`src/rtl/bx_cmd_scheduler_if.sv`:
```
// Booking channel between the two command requesters and the BC scheduler.
// Requesters strobe a target BC; the scheduler returns ready and a one-cycle grant.
interface bx_cmd_scheduler_if #(
  parameter int BC_W = 12
);
  logic            req_a_i;
  logic [BC_W-1:0] bc_a_i;
  logic            rdy_a_o;
  logic            gnt_a_o;
  logic            req_b_i;
  logic [BC_W-1:0] bc_b_i;
  logic            rdy_b_o;
  logic            gnt_b_o;

  modport master (
    output req_a_i, bc_a_i, req_b_i, bc_b_i,
    input  rdy_a_o, gnt_a_o, rdy_b_o, gnt_b_o
  );

  modport slave (
    input  req_a_i, bc_a_i, req_b_i, bc_b_i,
    output rdy_a_o, gnt_a_o, rdy_b_o, gnt_b_o
  );
endinterface

```
`src/rtl/bx_cmd_scheduler.sv`:
```
// BC/orbit timebase plus a two-requester one-slot-per-booking command scheduler.
// Grants are combinational from registered state; ready drops while a booking is pending.
module bx_cmd_scheduler #(
  parameter int LSB_CNT_MAX = 3564,
  parameter int BC_W        = 12,
  parameter int ORBIT_W     = 16
) (
  input  logic                clk,
  input  logic                rst_n,
  input  logic                en_i,
  input  logic                bc0_i,
  bx_cmd_scheduler_if.slave   bk,
  output logic [BC_W-1:0]     bc_cnt_o,
  output logic [ORBIT_W-1:0]  orbit_cnt_o,
  output logic                orbit_o,
  output logic                synced_o,
  output logic                resync_err_o,
  output logic                bad_bc_o,
  output logic                coll_o
);

  typedef enum logic {IDLE, RUN} state_t;

  localparam logic [BC_W-1:0] BC_LAST  = BC_W'(LSB_CNT_MAX - 1);
  localparam logic [BC_W:0]   BC_LIMIT = (BC_W + 1)'(LSB_CNT_MAX);

  state_t          state;
  logic            pend_a, pend_b;
  logic [BC_W-1:0] tgt_a, tgt_b;
  logic            run, elig_a, elig_b, wrap;
  logic            ok_a, ok_b, book_a, book_b;

  assign run    = (state == RUN);
  assign elig_a = run & pend_a & (bc_cnt_o == tgt_a);
  assign elig_b = run & pend_b & (bc_cnt_o == tgt_b);
  assign wrap   = bc0_i | (bc_cnt_o == BC_LAST);

  assign ok_a   = ({1'b0, bk.bc_a_i} < BC_LIMIT);
  assign ok_b   = ({1'b0, bk.bc_b_i} < BC_LIMIT);
  assign book_a = run & bk.req_a_i & ~pend_a;
  assign book_b = run & bk.req_b_i & ~pend_b;

  assign bk.gnt_a_o = elig_a;
  assign bk.gnt_b_o = elig_b & ~elig_a;
  assign bk.rdy_a_o = ~pend_a;
  assign bk.rdy_b_o = ~pend_b;
  assign orbit_o    = run & (bc_cnt_o == '0);
  assign synced_o   = run;

  always_ff @(posedge clk or negedge rst_n) begin
    if (!rst_n) begin
      state        <= IDLE;
      bc_cnt_o     <= '0;
      orbit_cnt_o  <= '0;
      pend_a       <= 1'b0;
      pend_b       <= 1'b0;
      tgt_a        <= '0;
      tgt_b        <= '0;
      resync_err_o <= 1'b0;
      bad_bc_o     <= 1'b0;
      coll_o       <= 1'b0;
    end else if (!en_i) begin
      // Disable dominates everything, including a coincident bc0_i.
      state        <= IDLE;
      bc_cnt_o     <= '0;
      orbit_cnt_o  <= '0;
      pend_a       <= 1'b0;
      pend_b       <= 1'b0;
      resync_err_o <= 1'b0;
      bad_bc_o     <= 1'b0;
      coll_o       <= 1'b0;
    end else if (!run) begin
      bc_cnt_o     <= '0;
      orbit_cnt_o  <= '0;
      resync_err_o <= 1'b0;
      bad_bc_o     <= 1'b0;
      coll_o       <= 1'b0;
      if (bc0_i) state <= RUN;
    end else begin
      if (wrap) begin
        bc_cnt_o    <= '0;
        orbit_cnt_o <= orbit_cnt_o + 1'b1;
      end else begin
        bc_cnt_o    <= bc_cnt_o + 1'b1;
      end
      resync_err_o <= bc0_i & (bc_cnt_o != BC_LAST);
      bad_bc_o     <= (book_a & ~ok_a) | (book_b & ~ok_b);
      coll_o       <= elig_a & elig_b;

      // A booking needs ~pend and a grant needs pend, so these never collide.
      if (book_a && ok_a) begin
        pend_a <= 1'b1;
        tgt_a  <= bk.bc_a_i;
      end else if (bk.gnt_a_o) begin
        pend_a <= 1'b0;
      end
      if (book_b && ok_b) begin
        pend_b <= 1'b1;
        tgt_b  <= bk.bc_b_i;
      end else if (bk.gnt_b_o) begin
        pend_b <= 1'b0;
      end
    end
  end

endmodule

```
`src/flat_wrapper.sv`:
```
// flat-port wrapper written by rule: the top's interface ports become plain ports
module bx_cmd_scheduler_flat 
#(
  parameter int LSB_CNT_MAX = 3564,
  parameter int BC_W        = 12,
  parameter int ORBIT_W     = 16
)
  (clk, rst_n, en_i, bc0_i, bc_cnt_o, orbit_cnt_o, orbit_o, synced_o, resync_err_o, bad_bc_o, coll_o, bk_req_a_i, bk_bc_a_i, bk_req_b_i, bk_bc_b_i, bk_rdy_a_o, bk_gnt_a_o, bk_rdy_b_o, bk_gnt_b_o);
  bx_cmd_scheduler_if #(.BC_W(BC_W)) bk_i ();
  input  logic clk;
  input  logic rst_n;
  input  logic en_i;
  input  logic bc0_i;
  output logic [BC_W-1:0] bc_cnt_o;
  output logic [ORBIT_W-1:0] orbit_cnt_o;
  output logic orbit_o;
  output logic synced_o;
  output logic resync_err_o;
  output logic bad_bc_o;
  output logic coll_o;
  input wire logic [$bits(bk_i.req_a_i)-1:0] bk_req_a_i;
  input wire logic [$bits(bk_i.bc_a_i)-1:0] bk_bc_a_i;
  input wire logic [$bits(bk_i.req_b_i)-1:0] bk_req_b_i;
  input wire logic [$bits(bk_i.bc_b_i)-1:0] bk_bc_b_i;
  output wire logic [$bits(bk_i.rdy_a_o)-1:0] bk_rdy_a_o;
  output wire logic [$bits(bk_i.gnt_a_o)-1:0] bk_gnt_a_o;
  output wire logic [$bits(bk_i.rdy_b_o)-1:0] bk_rdy_b_o;
  output wire logic [$bits(bk_i.gnt_b_o)-1:0] bk_gnt_b_o;
  assign bk_i.req_a_i = bk_req_a_i;
  assign bk_i.bc_a_i = bk_bc_a_i;
  assign bk_i.req_b_i = bk_req_b_i;
  assign bk_i.bc_b_i = bk_bc_b_i;
  assign bk_rdy_a_o = bk_i.rdy_a_o;
  assign bk_gnt_a_o = bk_i.gnt_a_o;
  assign bk_rdy_b_o = bk_i.rdy_b_o;
  assign bk_gnt_b_o = bk_i.gnt_b_o;
  bx_cmd_scheduler #(.LSB_CNT_MAX(LSB_CNT_MAX), .BC_W(BC_W), .ORBIT_W(ORBIT_W)) u_core (.clk(clk), .rst_n(rst_n), .en_i(en_i), .bc0_i(bc0_i), .bk(bk_i), .bc_cnt_o(bc_cnt_o), .orbit_cnt_o(orbit_cnt_o), .orbit_o(orbit_o), .synced_o(synced_o), .resync_err_o(resync_err_o), .bad_bc_o(bad_bc_o), .coll_o(coll_o));
endmodule
```
`config.mk`:
```
export PLATFORM = sky130hd
export DESIGN_NAME = bx_cmd_scheduler_flat
export DESIGN_NICKNAME = d
export VERILOG_FILES = /design/src/rtl/bx_cmd_scheduler_if.sv /design/src/rtl/bx_cmd_scheduler.sv /design/src/flat_wrapper.sv
export SDC_FILE = /design/constraint.sdc
export NUM_CORES = 1
export LEC_CHECK = 0
export ABC_CLOCK_PERIOD_IN_PS = 6000
export BUFFER_PORTS_ARGS = -buffer_cell sky130_fd_sc_hd__buf_4
export CAP_MARGIN = 20
export CORE_MARGIN = 3
export CORE_UTILIZATION = 58
export CTS_CLUSTER_DIAMETER = 30
export DETAILED_ROUTE_END_ITERATION = 7
export PLACE_DENSITY = 0.95
export SLEW_MARGIN = 40
export SYNTH_ARGS = -nofsm -noshare
export SYNTH_HDL_FRONTEND = slang
export SYNTH_SLANG_ARGS = --single-unit
```
`constraint.sdc`:
```
create_clock -name clk -period 6 [get_ports clk]
set_input_delay 0 -clock clk [delete_from_list [all_inputs] [get_ports clk]]
set_output_delay 0 -clock clk [all_outputs]
set_load 0.01 [all_outputs]
```
Word-level counts from Yosys, hierarchy flattened
Cells that the tools add are included.
- logic and storage cells: 73
- output and inout bits: 37
- flip-flop bits (word level): 58
- bitwise logic cells: 21
- muxes and demuxes: 23
- $lt $le $gt $ge: 2
- equal/unequal tests: 8
- reductions and logical operators: 7
- $add $sub $neg: 2
- operators with widths (kind ; number):
    2-to-1 mux 16 bit ; 3
    2-to-1 mux 12 bit ; 3
    equality test 12 bit ; 2
    < comparator 12 bit, second input constant ; 2
    2-to-1 mux 1 bit ; 17
    adder 16 x 1 -> 16 bit, second input constant ; 1
    AND 1 bit ; 14
    adder 12 x 1 -> 12 bit, second input constant ; 1
    equality test 12 bit, second input constant ; 1
    logical NOT 12 bit ; 1
    != test 12 bit, second input constant ; 1
    != test 3 x 1 -> 1 bit, second input constant ; 2
    AND reduction 3 bit ; 2
    NOT 1 bit ; 5
    AND reduction 2 bit ; 2
    != test 3 bit, second input constant ; 1
    logical AND 1 bit ; 2
    != test 2 x 1 -> 1 bit, second input constant ; 1
    bitwise OR 1 bit ; 2

Longest topological paths before layout
- word-level depth: 8
- depth in mapped cells: 7
- mapped depth without buffers: 6

Worst setup path before layout
OpenSTA, ideal clock, no wires.
- path kind: register to register
- start point: register u_core.bc_cnt_o[7]
- end point: register u_core.pend_b
- arrival: 1.936 ns
- setup slack: 3.980 ns
- clock period less this slack: 2.020 ns
- cell stages (with the launch flop): 7
- path buffers: 1
- required time: 5.916 ns
- path through: dfrtp_1 -> clkbuf_1 -> xnor2_1 -> nand3_1 -> nor4_1 -> nor3_1 -> o21ai_0
- word-level cells in the longest chain between the ends: 6
- elaborated cells on any way between the ends: 8
- classes of those cells: eq/ne: 3; bitwise: 4; reduce/logical: 1
- RTL lines (element ; line ; text):
    from (decl) ; bx_cmd_scheduler.sv:13 ; output logic [BC_W-1:0] bc_cnt_o,
    from (signal assigned) ; bx_cmd_scheduler.sv:84 ; bc_cnt_o <= bc_cnt_o + 1'b1;
    equality test 12 bit ; bx_cmd_scheduler.sv:34 ; assign elig_a = run & pend_a & (bc_cnt_o == tgt_a);
    AND 1 bit ; bx_cmd_scheduler.sv:34 ;
    net bk_gnt_a_o ; flat_wrapper.sv:26 ; output wire logic [$bits(bk_i.gnt_a_o)-1:0] bk_gnt_a_o;
    NOT 1 bit ; bx_cmd_scheduler.sv:44 ; assign bk.gnt_b_o = elig_b & ~elig_a;
    AND 1 bit ; bx_cmd_scheduler.sv:44 ;
    net bk_gnt_b_o ; flat_wrapper.sv:28 ; output wire logic [$bits(bk_i.gnt_b_o)-1:0] bk_gnt_b_o;
    != test 3 x 1 -> 1 bit (no line) ; - ;
    AND reduction 2 bit (no line) ; - ;
    to (signal assigned) ; bx_cmd_scheduler.sv:56 ; pend_b <= 1'b0;
    to (signal assigned) ; bx_cmd_scheduler.sv:68 ; pend_b <= 1'b0;
    to (signal assigned) ; bx_cmd_scheduler.sv:98 ; pend_b <= 1'b1;
    to (decl) ; bx_cmd_scheduler.sv:28 ; logic pend_a, pend_b;
The timed path passes the listed nets, and every way through them passes these cells.
A chain may end at the register's enable or synchronous reset.

Worst setup path after layout
- start point: register u_core.bc_cnt_o[0]
- end point: register u_core.orbit_cnt_o[7]
- word-level cells in the longest chain between the ends: 3
- RTL lines (element ; line ; text):
    equality test 12 bit ; bx_cmd_scheduler.sv:36 ; assign wrap = bc0_i | (bc_cnt_o == BC_LAST);
    bitwise OR 1 bit ; bx_cmd_scheduler.sv:36 ;
    != test 3 bit (no line) ; - ;
    to (signal assigned) ; bx_cmd_scheduler.sv:82 ; orbit_cnt_o <= orbit_cnt_o + 1'b1;
    to (decl) ; bx_cmd_scheduler.sv:14 ; output logic [ORBIT_W-1:0] orbit_cnt_o,
No other way between the ends.

==> metrics.cfg <==
[outcome]
status=finished, final reports clean

[synth]
synth_nets=304
ys_warn_count=0
synth_top_cell_by_area=dfrtp_1
syn_area_um2=2900
synth_top_area_share_pct=50.0
yosysSeqAreaShare_pct=50.0
synth_edf_count=0
ys_seq_elements=58
postSynthAreaPerCell_um2=10.7
synth_cells=271
synth.area.top_cells=dfrtp_1 (50%), mux2_2 (9.3%), xor2_1 (7.8%)
synth.distinct_cells=30
async_flop_share_pct=100
ys.flop_type=dfrtp_1

[route]
drc_errors=0
drtIter0Drc=225
viasPerCell=5.99
dr.pass1.iters=6
vias=2586
ant_nets=0
wire_per_inst_um=20.1
drt-total-wl_um=8670

[die]
start_util_pct=60.7
ioPinCount=67
die_h_um=76.7
fp-row-count=25
die_w_um=76.7
core-area_um2=4790
dieArea_um2=5890

[cts]
cts_resized=0
cts_htree_levels=3
clockBufferDepth=2
numCtsBuffers=9
cts_tree=done
clkSlewWorstSetupHoldPaths_ps=70
insertion_delay_ps=350
root_buffer=clkbuf_8
post_cts_buffers=0
cts_num_sinks=58

[setup_path]
path_cells=ha_1 > nand4_1 > o311ai_4 > buf_4 > buf_6 > nand4_1 > xor2_1 > nor2_1
end_kind=flop
worst-setup-path-type=reg -> reg
start_kind=flop
crit_family=flip-flops
cp_slowest_cell=dfrtp_1
crit_path_max_fanout=11
crit_top_cell=nand4_1
arrival_ps=2700
critPathBufInv=2
required_ps=6200
critPathMaxStageDelay_ps=590

[timing]
relSlewSlack_pct=45.1
tns_ps=0
post-route-period-util_pct=41.7
setup_viol=0
finalMaxSlewViolations=0
hold_viol_final=0
fin_skew_ps=11.5
tightest_slew_ps=817
period_needed_ps=2500
max_freq_mhz=400
setup_slack_ps=3500
rsz0062_at_grt=no

[layout]
final_cell_mix=buf_4 (67), dfrtp_1 (58), nor2_1 (35)
n_antenna_cell=0
nNetsFinal=393
syn_to_final_growth_pct=34.9
mostFrequentLayoutCell=buf_4
drive_above_1_share_pct=30.4

[global_routing]
first_global_vias=2737
grt_overflow_total=0
grt_start_max_net_pins=59
antenna_found_initial=0
grt_pass1_wl_um=14200
track_usage_pct=31.9

[place]
dp_slack_ps=3640
gpl.final_weighted_congestion=0.916
port_buffers=66
hpwlAfterDp_um=4870

[power]
ir_drop_v=0.000340
power_mw=1.04
leakagePower_nw=1.78
power_per_cell_area_nw_per_um2=267

[worst_hold_path]
holdCritPathClass=in -> reg

[job]
maxCapViolCount=0

[flip-flops by register name, indices dropped and copies added (netlist names)]
signal	flops
u_core.bad_bc_o	1
u_core.bc_cnt_o	12
u_core.coll_o	1
u_core.orbit_cnt_o	16
u_core.pend_a	1
u_core.pend_b	1
u_core.resync_err_o	1
u_core.synced_o	1
u_core.tgt_a	12
u_core.tgt_b	12
[through the flow]
step	cells	hold WS (ps)	area, um^2	utilization (%)
after global placement	386	91.6	3400	71.0
after global routing	432	77.4	3920	81.8
final	432	60.4	3920	81.8
after detailed placement	388	98.1	3420	71.4
after CTS	432	81.2	3920	81.8
after floorplan	271	-296	2900	-
[cells by family after synthesis]
kind of cell / synth area share [%]
AND/OR/NAND/NOR: 17.7
flip-flops: 50.0
XOR/XNOR: 14.5
buffers and inverters: 4.09
multiplexers: 9.31
AO/OA/AOI/OAI: 3.15
adder cells (fa/ha/maj): 1.29
[worst paths after layout]
kind	from	endpoint	slack [ps]	depth (start not counted)
setup / recovery	u_core.bc_cnt_o[0]$_DFF_PN0_	u_core.orbit_cnt_o[7]$_DFFE_PN0P_	3500	8
hold / removal	bk_req_a_i	u_core.bad_bc_o$_DFF_PN0_	60	4
setup reg to reg	u_core.bc_cnt_o[0]$_DFF_PN0_	u_core.orbit_cnt_o[7]$_DFFE_PN0P_	3500	8
hold reg to reg	u_core.tgt_a[6]$_DFFE_PN0P_	u_core.tgt_a[6]$_DFFE_PN0P_	530	1
max in group asynchronous	rst_n	u_core.tgt_a[11]$_DFFE_PN0P_	5260	2
min in group asynchronous	rst_n	u_core.tgt_b[3]$_DFFE_PN0P_	260	2
[routing by layer]
layer	global-route usage, %	routed length (um)
met1	37.9	3280
met2	51.6	4350
met3	11.2	744
met4	15.2	302
met5	0	0
[cell usage after synthesis (all sizes together) (5+ instances only)]
master / n
mux2: 24
nand4: 24
xnor2: 22
xor2: 26
inv: 9
nand3: 10
buf: 6
dfrtp: 58
nand2: 8
nor2: 35
nor3: 5
nor4: 5
clkbuf: 12
[tightest hold or removal path, cell delays in order]
cell      delay (ps)
buf_4            100
nor2b_1          140
nand2b_1          70
a21oi_1           50
[timing repair]
item,CTS,global route
hold buffers,28,0
endpoints found under the setup margin,0,0
endpoints found under the hold margin,88,0
[layout make-up]
type	count	area, um^2
inverters	9	33.8
well taps	67	83.8
multi-input cells	186	1330
flip-flops and latches	58	1450
repair buffers	96	795
fillers	262	871
clock inverters	5	77.6
clock buffers	11	141
[power by group]
group | total, mW | leakage (nW) | internal, mW | switching, mW
combinational | 0.156 | 0.907 | 0.0909 | 0.0653
clock | 0.408 | 0.109 | 0.244 | 0.164
sequential | 0.480 | 0.765 | 0.437 | 0.0432
total | 1.04 | 1.78 | 0.771 | 0.272
No activity file was read; power rests on OpenSTA's default activity.
